**src/rtl/lsu_unit.sv**
```systemverilog
// lsu_unit: memory-stage load/store unit.
// Issues one word-aligned request at a time on the dmem req/gnt/rvalid bus,
// stalls the pipeline while the transaction is in flight, and returns
// aligned, sign/zero-extended load data for write-back.
//
// state | meaning
// IDLE  | waiting for a valid, aligned load/store from the memory stage
// REQ   | dmem_req_o high, request fields held stable until grant
// WAIT  | granted, waiting for dmem_rvalid_i
// DONE  | response taken; load result presented for one cycle, pipeline released
module lsu_unit (
  input  logic        clk_i,
  input  logic        rst_n_i,
  input  logic        m_valid_i,
  input  logic        m_is_store_i,
  input  logic [1:0]  m_size_i,
  input  logic        m_unsigned_i,
  input  logic [31:0] m_addr_i,
  input  logic [31:0] m_store_data_i,
  output logic        lsu_stall_o,
  output logic        lsu_misaligned_o,
  output logic        w_load_valid_o,
  output logic [31:0] w_load_data_o,
  output logic        dmem_req_o,
  output logic        dmem_we_o,
  output logic [3:0]  dmem_be_o,
  output logic [31:0] dmem_addr_o,
  output logic [31:0] dmem_wdata_o,
  input  logic        dmem_gnt_i,
  input  logic        dmem_rvalid_i,
  input  logic [31:0] dmem_rdata_i
);

  typedef enum logic [1:0] {IDLE, REQ, WAIT, DONE} state_e;

  state_e      state_q, state_d;
  logic [29:0] addr_q;
  logic        we_q;
  logic [3:0]  be_q;
  logic [31:0] wdata_q;
  logic [1:0]  size_q;
  logic        uns_q;
  logic [1:0]  off_q;
  logic [31:0] load_data_q;

  logic        misaligned;
  logic [3:0]  be_in;
  logic [31:0] wdata_in;
  logic [31:0] shifted;
  logic [31:0] load_proc;
  logic        accept;
  logic        capture_load;

  // Alignment check and request-field formatting from the incoming instruction
  always_comb begin
    misaligned = 1'b0;
    be_in      = 4'b1111;
    wdata_in   = m_store_data_i;
    case (m_size_i)
      2'b00: begin
        be_in    = 4'b0001 << m_addr_i[1:0];
        wdata_in = {4{m_store_data_i[7:0]}};
      end
      2'b01: begin
        misaligned = m_addr_i[0];
        be_in      = 4'b0011 << m_addr_i[1:0];
        wdata_in   = {2{m_store_data_i[15:0]}};
      end
      2'b10: begin
        misaligned = |m_addr_i[1:0];
      end
      default: begin
        misaligned = 1'b1;
      end
    endcase
  end

  // Align read data to the byte offset and extend to 32 bits
  always_comb begin
    shifted = dmem_rdata_i >> {off_q, 3'b000};
    case (size_q)
      2'b00:   load_proc = uns_q ? {24'h0, shifted[7:0]}   : {{24{shifted[7]}}, shifted[7:0]};
      2'b01:   load_proc = uns_q ? {16'h0, shifted[15:0]}  : {{16{shifted[15]}}, shifted[15:0]};
      default: load_proc = shifted;
    endcase
  end

  // Next-state and combinational outputs
  always_comb begin
    state_d          = state_q;
    accept           = 1'b0;
    capture_load     = 1'b0;
    lsu_stall_o      = 1'b0;
    lsu_misaligned_o = 1'b0;
    dmem_req_o       = 1'b0;
    w_load_valid_o   = 1'b0;
    case (state_q)
      IDLE: begin
        lsu_misaligned_o = m_valid_i & misaligned;
        if (m_valid_i && !misaligned) begin
          accept      = 1'b1;
          lsu_stall_o = 1'b1;
          state_d     = REQ;
        end
      end
      REQ: begin
        lsu_stall_o = 1'b1;
        dmem_req_o  = 1'b1;
        if (dmem_gnt_i) state_d = WAIT;
      end
      WAIT: begin
        lsu_stall_o = 1'b1;
        if (dmem_rvalid_i) begin
          capture_load = ~we_q;
          state_d      = DONE;
        end
      end
      DONE: begin
        // m_valid_i still belongs to the retiring instruction here
        w_load_valid_o = ~we_q;
        state_d        = IDLE;
      end
      default: state_d = IDLE;
    endcase
  end

  // State and request/response registers
  always_ff @(posedge clk_i or negedge rst_n_i) begin
    if (!rst_n_i) begin
      state_q     <= IDLE;
      addr_q      <= '0;
      we_q        <= 1'b0;
      be_q        <= '0;
      wdata_q     <= '0;
      size_q      <= '0;
      uns_q       <= 1'b0;
      off_q       <= '0;
      load_data_q <= '0;
    end else begin
      state_q <= state_d;
      if (accept) begin
        addr_q  <= m_addr_i[31:2];
        we_q    <= m_is_store_i;
        be_q    <= be_in;
        wdata_q <= wdata_in;
        size_q  <= m_size_i;
        uns_q   <= m_unsigned_i;
        off_q   <= m_addr_i[1:0];
      end
      if (capture_load) load_data_q <= load_proc;
    end
  end

  assign dmem_addr_o   = {addr_q, 2'b00};
  assign dmem_we_o     = we_q;
  assign dmem_be_o     = be_q;
  assign dmem_wdata_o  = wdata_q;
  assign w_load_data_o = load_data_q;

endmodule

```
**config.mk**
```make
export PLATFORM = sky130hd
export DESIGN_NAME = lsu_unit
export DESIGN_NICKNAME = d
export VERILOG_FILES = /design/src/rtl/lsu_unit.sv
export SDC_FILE = /design/constraint.sdc
export NUM_CORES = 1
export LEC_CHECK = 0
export BUFFER_PORTS_ARGS = -buffer_cell sky130_fd_sc_hd__buf_2
export CAP_MARGIN = 40
export CORE_MARGIN = 10
export CORE_UTILIZATION = 35
export CTS_CLUSTER_SIZE = 20
export DETAILED_ROUTE_END_ITERATION = 8
export GPL_TIMING_DRIVEN = 0
export PLACE_DENSITY = 0.72
export SLEW_MARGIN = 30
export SYNTH_ARGS = -nofsm -noshare
export SYNTH_HDL_FRONTEND = slang
export SYNTH_SLANG_ARGS = --single-unit
```
**constraint.sdc**
```tcl
create_clock -name clk_i -period 1.95 [get_ports clk_i]
set_clock_uncertainty 0.2 [all_clocks]
set_input_delay 0.0975 -clock clk_i [delete_from_list [all_inputs] [get_ports clk_i]]
set_output_delay 0.0975 -clock clk_i [all_outputs]
set_load 0.05 [all_outputs]
```
; Word-level counts from Yosys, hierarchy flattened
; Cells that the tools add are included.
[totals]
wordCells = 49
output_inout_bits = 105
ff_bits = 106
[classes]
shift = 3
n_mux = 18
bitwise_logic = 2
eq_ne = 9
reduce_logical = 8
[ops]
columns = cell, n
row1 = $pmux W32 S2, 2
row2 = $mux W32, 2
row3 = $shr A32 B5 Y32, 1
row4 = $pmux W2 S4, 1
row5 = $pmux W4 S2, 1
row6 = $mux W1, 7
row7 = $eq A2 B1 Y1 const B, 3
row8 = $eq A2 B2 Y1 const B, 3
row9 = $logic_not A2 Y1, 3
row10 = $mux W2, 3
row11 = $ne A2 B2 Y1 const B, 3
row12 = $reduce_or A2 Y1, 2
row13 = $shl A1 B2 Y4 const A, 1
row14 = $shl A2 B2 Y4 const A, 1
row15 = $pmux W1 S3, 1
row16 = $reduce_and A3 Y1, 1
row17 = $pmux W1 S2, 1
row18 = $and A1 B1 Y1, 1
row19 = $logic_and A1 B1 Y1, 1
row20 = $logic_not A1 Y1, 1
row21 = $not A1 Y1, 1

; Logic depth before layout (Yosys ltp)
; Gate-level depths: netlist of the first run.
[logic_depth]
ltp_word = 6
depth_mapped = 8
mapped_depth_nobuf = 6

; Least setup slack after synthesis of the first run
; Ideal clock, no wire load.
[synth_timing]
path_type = reg-to-output
start = reg state_q[0]
end = out lsu_stall_o
path_slack_ns = -0.305
stages_incl_launch_ff = 7
n_path_buf = 2
arrival_time_ns = 1.958
t_required_ns = 1.652
path_cell_list = dfrtp_1 > inv_1 > ha_1 > nand4_2 > buf_4 > buf_2 > a21oi_1
[synth_between]
elab_chain_cells = 3
[synth_lines]
columns = element, line_no
row1 = start: declaration, 36  ; state_e state_q, state_d;
row2 = start signal: assignment, 140  ; state_q <= state_d;
row3 = $eq A2 B2 Y1 or $eq A2 B1 Y1 (tied branches), 97  ; case (state_q)
row4 = $reduce_or A2 Y1 (no line), --
row5 = $pmux W1 S2 (*), 97
row6 = end: declaration, 20  ; output logic lsu_stall_o,
; Every way passes the cells marked *; elsewhere a longest branch is shown, timed or not.

; Worst setup path after layout of the first run
[layout_timing]
start = reg state_q[1]
end = out lsu_stall_o
; Same word-level chain as after synthesis.

==> metrics.txt, run 1 <==
xor and xnor area share after synthesis=less than 1%; DRT iter0 DRCs=309; clock sinks=106; die height=141 um; asr flop ratio synth=100%; average wire per standard cell=20.3 um; maximum vdd drop=around 1.2 mV; slew margin rel.=58.7%; cell area power density=1820 nW/um2; leakage power total=3.86 nW; setup slack, reg-to-reg=roughly 0.050 ns; CP max FO=5; Fin. Hold Viols=0; simple-gate share of the synthesized area=8.19%; min-delay worst type=input pin to asynchronous set/reset pin; Max Transition Viols Final=0; DP Area=6380 um2; vias per inst=5.12; via count=between 4,000 and 5,000; GR Layer Usage met2=between 30% and 40%; first drt pass iteration count=5; Pwr Total=14.3 mW; Final Critical Period=1.94 ns; Core ar.=14,000 um2; Tot GR Track Use=19.2%; crit path DAT=1.64 ns; Finished Cell Area=7880 um2; sequential-to-total area share from yosys stat=52.2%; mapped cell area=5090 um2; WP data required=1.65 ns; Die ar.=19,800 um2; status=finished clean; # DRC=0; multiplexer share of the synthesized area=a little over a fifth; largest net degree at the start of global routing=69; Worst-Margin Slew=0.619 ns; Max Freq=516 MHz; Hold Slack=0.0108 ns; worst r2r src=state_q[1]$_DFFE_PN0P_; Row Count=43; final-stage net count=between 800 and 900; crit end category=primary output; number of synthesized register bits=106; post-route ant nets=0; fin crit share=99.4%; DP Cell Count=832; final setup vio count=0; initial antenna violation count=2; Most Used Layer, Global Route=met2; CTS tree=yes; GPL Wtd Cong=0.828; Area contributors post-synth=dfrtp_1 (52%), mux2i_1 (8.3%), mux2_4 (5.6%), mux2_1 (5.5%), a21oi_1 (4.2%); CTS Buf Count=9; Die X-Extent=141 um; final core occ=56.1%; Syn Inst Count=about 450; clock transition at the registers of the reported paths=0.08 ns; vias in the first global route=5,397; GR Util met3=8.22%; I/O pins=210; Root Driver=clkbuf_16; final wirelength=19,500 um; Synth area leader=dfrtp_1; Yosys Warn Count=0; post-synthesis to final-layout area growth=54.9%; area fraction of the dominant cell type after synthesis=approximately 52%; H-tree levels=3; Mapped Avg Cell Area=11.4 um2; final std cells w/o fill=956; RSZ-0062 raised after global routing=true; Synth Area in Compound Gates=between 10% and 20%; largest family of logic cells by synthesized area=multiplexers; number of flops mapped to enable cells by yosys=0; worst skew pair latency=0.36 ns; Max Cap Viol=0; critical path startpoint=state_q[1]$_DFFE_PN0P_; critical path type=flop to primary output; layout cells sized above 1=a little under two fifths; Top FF cell, synth=dfrtp_1; M1 GR Usage=around 22%; startpoint types=flop; count of cell types in the netlist=45; adder-cell share of the synthesized area=less than 1%; clock tree buffer depth=2; hpwl dp=12,700 um; # port buffers=204; Overflow after GRT=0; global-route wire length before repair=30,400 um; Starting Density=between 30% and 40%
area by class of cell:
class | count | area (um2)
flip-flops and latches | 106 | 2650
repair buffers | 315 | 2180
clock buffers | 11 | 243
inverters | 5 | 18.8
multi-input cells | 305 | 2320
clock inverters | 5 | 37.5
well taps | 180 | 225
diodes | 1 | 2.50
plain buffers | 28 | 199
fillers | 1145 | 6160
critical path, cell delays in order (launching register included):
cell     delay, ns
dfrtp_1       0.42
inv_2         0.11
ha_4          0.18
nand4_4       0.12
buf_12        0.17
a21oi_4       0.12
buf_6         0.17
per-stage QoR:
step	TNS, ns	worst slack (ns)
floorplan	0	0.00266
global placement	-81.79	-0.705
detailed placement	-8.92	-0.300
CTS	-0.0164	-0.0164
global route	-0.131	-0.0610
finish	0	0.0119
logic make-up (layout without fill, tap and decap cells):
| logic type | after synthesis | in the layout |
|---|---|---|
| other | 1 | 3 |
| AOI/OAI and AO/OA | 113 | 113 |
| xor gates and xnor gates | 1 | 1 |
| and+or+nand+nor | 91 | 91 |
| buffers and inverters | 36 | 364 |
| muxes | 94 | 94 |
| DFF | 106 | 106 |
| adders and majority gates | 4 | 4 |
routing by layer:
layer	part of all wire (%)	routed length [um]
met1	39	7640
met2	47	9190
met3	11	2200
met4	2.1	399
met5	0.067	13
flip-flops by register name, indices dropped and copies added, names as in the netlist:
name / flops
addr_q: 30
dmem_be_o: 4
dmem_wdata_o: 32
dmem_we_o: 1
off_q: 2
size_q: 2
state_q: 2
uns_q: 1
w_load_data_o: 32
repair_timing:
action | CTS | global route
hold buffers | 103 | 0
gates cloned | 0 | 1
pin swaps | 1 | 2
gates resized for setup | 18 | 22
endpoints found under the hold margin | 201 | 0
setup buffers | 5 | 1
endpoints found under the setup margin | 93 | 37
placed cells by master (no fill, tap or decap), types with 2 or more instances in the layout:
cell type / count
o21ai_0: 9
o21ai_2: 2
ha_1: 3
a21oi_1: 41
buf_4: 13
inv_1: 3
buf_12: 4
mux2_1: 25
nand2b_1: 2
a221o_1: 2
o21ai_1: 26
clkbuf_16: 10
mux2_4: 19
o22a_1: 8
clkbuf_2: 2
inv_2: 2
dfrtp_1: 106
a211oi_1: 7
a22o_1: 8
mux2i_1: 42
nor2b_1: 10
inv_6: 2
dlygate4sd3_1: 103
nand2_1: 32
buf_2: 211
clkinvlp_4: 2
mux2_2: 7
conb_1: 2
nor2_1: 30
nor2_4: 2
clkbuf_1: 6
power by group:
group / internal (mW) / total [mW] / leakage (nW) / switching, mW
Combinational: 2.52 / 8.55 / 2.46 / 6.03
Clock: 0.910 / 1.77 / 0.133 / 0.858
Sequential: 3.29 / 3.99 / 1.27 / 0.702
Total: 6.72 / 14.3 / 3.86 / 7.59
synth_stat cells, drive strengths merged (2+ instances only):
master / count
nand2: 33
buf: 21
clkbuf: 10
nor2b: 11
nor2: 33
a22o: 8
a21oi: 43
a221o: 2
mux2: 51
o22a: 8
a211oi: 8
inv: 5
nand2b: 2
or2: 3
o21ai: 37
dfrtp: 106
ha: 4
mux2i: 42
worst paths after layout:
kind / end / depth (start not counted)
worst max-delay path: lsu_stall_o / 6
worst max register to register: off_q[1]$_DFFE_PN0P_ / 7
max in group asynchronous: dmem_wdata_o[17]$_DFFE_PN0P_ / 3
min in group clk_i: dmem_be_o[3]$_DFFE_PN0P_ / 4
worst min-delay path: w_load_data_o[5]$_DFFE_PN0P_ / 2
worst min register to register: w_load_data_o[7]$_DFFE_PN0P_ / 2
(Power assumes the default switching activity.)
==> inputs of run 2 (changes only) <==
PLACE_DENSITY = default   (was 0.72)
PLACE_DENSITY_LB_ADDON = 0.12   (was default)
==> run 2 against run 1 <==
Effect of this change:
- fmax rose by 2.2%
- critical path type unchanged
- critical path depth did not move
- register-to-register slack improved by 0.03 ns
- sequential cell count did not move
- largest cell class unchanged
- sequential power fell by 1%
- via count fell by 4.8%
- die area did not move
- non-clock buffer count fell by 2
==> metrics.txt, run 2 (same netlist as run 1, synthesis figures left out) <==
commonest non-fill, non-tap cell in the layout=buf_2; Root Driver=clkbuf_16; Core ar.=14,000 um2 (unchanged); cell area power density=1810 nW/um2 (-0.23%); vias in the first global route=5,124 (-5.1%); WP data required=1.65 ns (about the same); Final Critical Period=1.90 ns (-0.0412 ns); post-route worst setup slack=0.0531 ns (+0.0412 ns); largest net degree at the start of global routing=61 (-12%); # port buffers=204 (unchanged); I/O pins=210 (unchanged); die height=141 um (unchanged); worst skew pair latency=0.35 ns (about the same); layout cells sized above 1=38.6% (+0.62 points); Starting Density=36.2% (unchanged); fin crit share=97.3% (-2.1 points); initial antenna violation count=3 (+1); clock tree buffer depth=2 (unchanged); Max Transition Viols Final=0 (unchanged); final wirelength=17,600 um (-9.7%); H-tree levels=3 (unchanged); status=finished clean; final-stage net count=877 (-0.23%); post-route ant nets=0 (unchanged); CP top delay family=buffers and inverters; via count=4,665 (-4.8%); Pwr Total=14.2 mW (-1.0%); Hold Slack=0.0127 ns (+0.00187 ns); Finished Cell Area=7820 um2 (-0.79%); CP max FO=5 (unchanged); clock sinks=106 (unchanged); Max Cap Viol=0 (unchanged); Die ar.=19,800 um2 (unchanged); Gate power share=59.8% (about the same); commonest non-fill, non-tap cells in the layout=buf_2 (216), dfrtp_1 (106), dlygate4sd3_1 (96); maximum vdd drop=1.09 mV (-11%); Sw Share=52.3% (-0.70 points); crit-path max cell delay=0.41 ns (about the same); Max Freq=527 MHz (+2.2%); clock transition at the registers of the reported paths=0.07 ns (about the same); Fin. Hold Viols=0 (unchanged); slew margin rel.=51.2% (-7.5 points); switching pwr=7.41 mW (-2.3%); CTS Buf Count=9 (unchanged); GPL Wtd Cong=0.828 (about the same); average wire per standard cell=18.4 um (-9.7%); startpoint types=flop; vias per inst=4.88 (-4.8%); pre-CTS WS=-0.522 ns (-0.222 ns); clock network power share=12.4% (about the same); critical path type=flop to primary output; Row Count=43 (unchanged); Worst path slowest cell=dfrtp_1; # DRC=0 (unchanged); crit path DAT=1.60 ns (-0.04 ns); crit end category=primary output; DP Area=6380 um2 (about the same); Worst-Margin Slew=0.730 ns (+0.110 ns); final setup vio count=0 (unchanged); first drt pass iteration count=4 (-1); leakage power total=3.84 nW (-0.55%); post-synthesis to final-layout area growth=53.7%; CP bufs+invs=3 (unchanged); critical path cell sequence=inv_2 -> ha_4 -> nand4_4 -> buf_12 -> a21oi_4 -> buf_8; Die X-Extent=141 um (unchanged); CTS tree=yes; global-route wire length before repair=27,400 um (-10%); Int Pwr=6.75 mW (+0.45%); DRT iter0 DRCs=151 (-51%); Tot GR Track Use=17.2% (-2.0 points); sequential share of power=27.8% (about the same); filler instances=1,242 (+8.5%); RSZ-0062 raised after global routing=true; Overflow after GRT=0 (unchanged); hpwl dp=12,600 um (-0.96%); min-delay worst type=input pin to flop
==> run 2: cell count changes in the layout (fill, tap and decap cells not counted), sizes merged <==
| cell | delta |
|---|---|
| buf | +3 |
| clkbuf | +3 |
| clkinv | +2 |
| clkinvlp | -1 |
| diode | +2 |
| dlygate4sd3 | -7 |
| inv | -2 |
==> run 2: power groups by stage <==
stage	registers (mW)	logic [mW]	clock network [mW]
2_1_floorplan	7.44	2.48	0
3_3_place_gp	3.92	7.97	0
3_5_place_dp	3.96	8.06	0
4_1_cts	3.93	8.38	1.81
5_1_grt	4.07	8.98	1.91
6_report	3.94	8.47	1.75
==> run 2: final cells by class <==
class	instances	area, um2	share of cell area (%)
plain buffers	29	178	2.27
clock inverters	4	26.3	0.336
multi-input cells	305	2330	29.8
repair buffers	312	2130	27.2
flip-flops and latches	106	2650	33.9
inverters	5	18.8	0.240
diodes	3	7.51	0.0960
well taps	180	225	2.88
clock buffers	12	256	3.28
==> run 2: routing by layer <==
metal  global-route usage (%)  wire (um)  vias to the layer above
li1                         -          -                     2236
met1                     20.7       7490                     2217
met2                     27.8       8320                      185
met3                     5.95       1400                       27
met4                     6.25        352                        0
met5                        0          0                        -
==> run 2: path summary, 6_finish.rpt <==
kind | from | end | slack, ns | cells past startpoint
worst max-delay path | state_q[1]$_DFFE_PN0P_ | lsu_stall_o | 0.05 | 6
worst min-delay path | dmem_rdata_i[8] | w_load_data_o[8]$_DFFE_PN0P_ | 0.01 | 4
worst max register to register | state_q[1]$_DFFE_PN0P_ | dmem_wdata_o[0]$_DFFE_PN0P_ | 0.08 | 7
worst min register to register | dmem_wdata_o[25]$_DFFE_PN0P_ | dmem_wdata_o[25]$_DFFE_PN0P_ | 0.28 | 2
max in group asynchronous | rst_n_i | w_load_data_o[22]$_DFFE_PN0P_ | 0.85 | 3
min in group asynchronous | rst_n_i | addr_q[11]$_DFFE_PN0P_ | 0.05 | 2
==> run 2: repair_timing <==
| item | CTS | global route |
|---|---|---|
| pin swaps | 1 | 3 |
| gates cloned | 0 | 1 |
| hold buffers | 96 | 0 |
| gates resized for setup | 19 | 12 |
| setup endpoints to repair | 94 | 26 |
| hold endpoints to repair | 198 | 0 |
| buffers inserted | 3 | 7 |
==> run 2: per-stage QoR <==
step	util [%]	setup TNS (ns)	instances
global route	55.7	-0.0761	956
finish	55.7	0	956
detailed placement	45.4	-11.96	832
CTS	54.8	-0.0300	945
floorplan	-	0	447
global placement	45.2	-80.36	831
==> run 2: worst register-to-register path, cell delays in order (launching register included) <==
cell and delay, ns:
dfrtp_1 0.41, inv_2 0.10, ha_4 0.16, nand4_4 0.12, buf_12 0.18, buf_4 0.12
buf_6 0.16, mux2_4 0.31
==> inputs of run 3 (changes only) <==
CTS_BUF_LIST = sky130_fd_sc_hd__clkbuf_16   (was default)
==> run 3 against run 2 <==
Effect of this change:
- utilization is 0.14 points lower
- worst hold slack hardly changed
- clock power fell by 5%
- combinational power about the same
- design area fell by 0.26%
- die area is the same
- critical path depth is the same
- first-iteration DRC count grew 13%
- non-clock buffer count is the same
==> metrics.txt, run 3 (same netlist as run 1, synthesis figures left out) <==
# DRC=0 (unchanged); startpoint types=flop; status=finished clean; Max Cap Viol=0 (unchanged); die height=141 um (unchanged); CP max FO=5 (unchanged); Tot GR Track Use=17.2% (unchanged); highest layer used for signal routing=met4; H-tree levels=3 (unchanged); Max Freq=526 MHz (-0.18%); Die X-Extent=141 um (unchanged); CTS Buf Count=9 (unchanged); average wire per standard cell=18.4 um (+0.12%); post-route ant nets=0 (unchanged); Root Driver=clkbuf_16; DRT iter0 DRCs=170 (+13%); clock tree buffer depth=2 (unchanged); met3 wire len=1450 um (+3.3%); Core ar.=14,000 um2 (unchanged); Overflow after GRT=0 (unchanged); crit end category=primary output; final-stage net count=877 (unchanged); fin crit share=97.5% (+0.17 points); clock transition at the registers of the reported paths=0.07 ns (about the same); GPL Wtd Cong=0.828 (unchanged); vias per inst=4.90 (+0.32%); layout cells sized above 1=38.3% (-0.26 points); commonest non-fill, non-tap cells in the layout=buf_2 (216), dfrtp_1 (106), dlygate4sd3_1 (96); first drt pass iteration count=4 (unchanged); sequential cell area=2650 um2 (unchanged); final core occ=55.5% (-0.14 points); Row Count=43 (unchanged); post-synthesis to final-layout area growth=53.3%; Final Critical Period=1.90 ns (+0.00337 ns); maximum vdd drop=1.06 mV (-2.8%); I/O pins=210 (unchanged); final wirelength=17,600 um (+0.12%); initial antenna violation count=3 (unchanged); commonest non-fill, non-tap cell in the layout=buf_2; vias in the first global route=5,124 (unchanged); worst skew pair latency=0.35 ns (about the same); critical path type=flop to primary output; global-route wire length before repair=27,400 um (unchanged); largest net degree at the start of global routing=61 (unchanged); metal2 WL=8310 um (-0.13%); Max Transition Viols Final=0 (unchanged); Worst-Margin Slew=0.725 ns (-0.00507 ns); Multi-input gate area=2330 um2 (unchanged); min-delay worst type=input pin to flop; leakage power total=3.83 nW (-0.18%); Pwr Total=14.1 mW (-0.56%); Starting Density=36.2% (unchanged); crit path DAT=1.60 ns (about the same); # port buffers=204 (unchanged); Fin. Hold Viols=0 (unchanged); RSZ-0062 raised after global routing=true; met1 wire length=7450 um (-0.55%); filler instances=1,244 (+0.16%); slew margin rel.=51.5% (+0.34 points); CTS tree=yes; cell area power density=1810 nW/um2 (-0.31%); clock sinks=106 (unchanged); via count=4,680 (+0.32%); Die ar.=19,800 um2 (unchanged); final setup vio count=0 (unchanged); hpwl dp=12,600 um (unchanged); WP data required=1.65 ns (about the same)
## run 3: cell types whose count changed in the layout (fill, tap and decap cells not counted), sizes merged
cell	previous run	this run
clkbuf	23	20
inv	5	6
clkinv	3	5
## run 3: per-layer routing
layer,up-vias,global-route usage (%)
met5,-,0
met4,0,6.25
met3,26,5.95
met2,185,27.8
met1,2235,20.7
li1,2234,-
## run 3: worst paths after layout
path	cells past startpoint	from	slack, ns	to
max in group asynchronous	3	rst_n_i	0.86	w_load_data_o[22]$_DFFE_PN0P_
max reg2reg	7	state_q[1]$_DFFE_PN0P_	0.08	dmem_wdata_o[0]$_DFFE_PN0P_
min	4	dmem_rdata_i[8]	0.01	w_load_data_o[8]$_DFFE_PN0P_
min reg2reg	2	dmem_wdata_o[25]$_DFFE_PN0P_	0.28	dmem_wdata_o[25]$_DFFE_PN0P_
max	6	state_q[1]$_DFFE_PN0P_	0.05	lsu_stall_o
min in group asynchronous	2	rst_n_i	0.05	addr_q[11]$_DFFE_PN0P_
## run 3: worst max-delay path, stage by stage (launching register included)
cell	delay, ns
dfrtp_1	0.41
inv_2	0.10
ha_4	0.16
nand4_4	0.12
buf_12	0.17
a21oi_4	0.12
buf_8	0.16
## run 3: repair_timing
| action | CTS | global route |
|---|---|---|
| gates resized for setup | 19 | 12 |
| setup endpoints to repair | 94 | 26 |
| hold buffers | 96 | 0 |
| gates cloned | 0 | 1 |
| setup buffers | 3 | 7 |
| hold endpoints to repair | 198 | 0 |
| pin swaps | 1 | 3 |
## run 3: layout make-up
cell class,count,share of cell area [%]
Sequential cell,106,34.0
Multi-Input combinational cell,305,29.8
Timing Repair Buffer,312,27.3
Clock buffer,9,2.89
Tap cell,180,2.89
Buffer,29,2.28
Clock inverter,7,0.481
Inverter,5,0.241
Antenna cell,3,0.0963
## run 3: power by group
part	leakage, nW	switching [mW]	internal, mW
clock network	0.131	0.812	0.851
logic	2.43	5.95	2.53
registers	1.27	0.649	3.29
## run 3: metrics by stage
stage               TNS, ns  area [um2]  cells  hold WS, ns  setup slack [ns]
floorplan                 0        5100    447       -0.398           0.00266
detailed placement   -11.96        6380    832       -0.131            -0.522
finish                    0        7800    956       0.0125            0.0497
global route        -0.0763        7800    956       0.0410           -0.0200
CTS                 -0.0302        7680    945      0.00276           -0.0302
global placement     -80.36        6340    831        0.111            -0.669
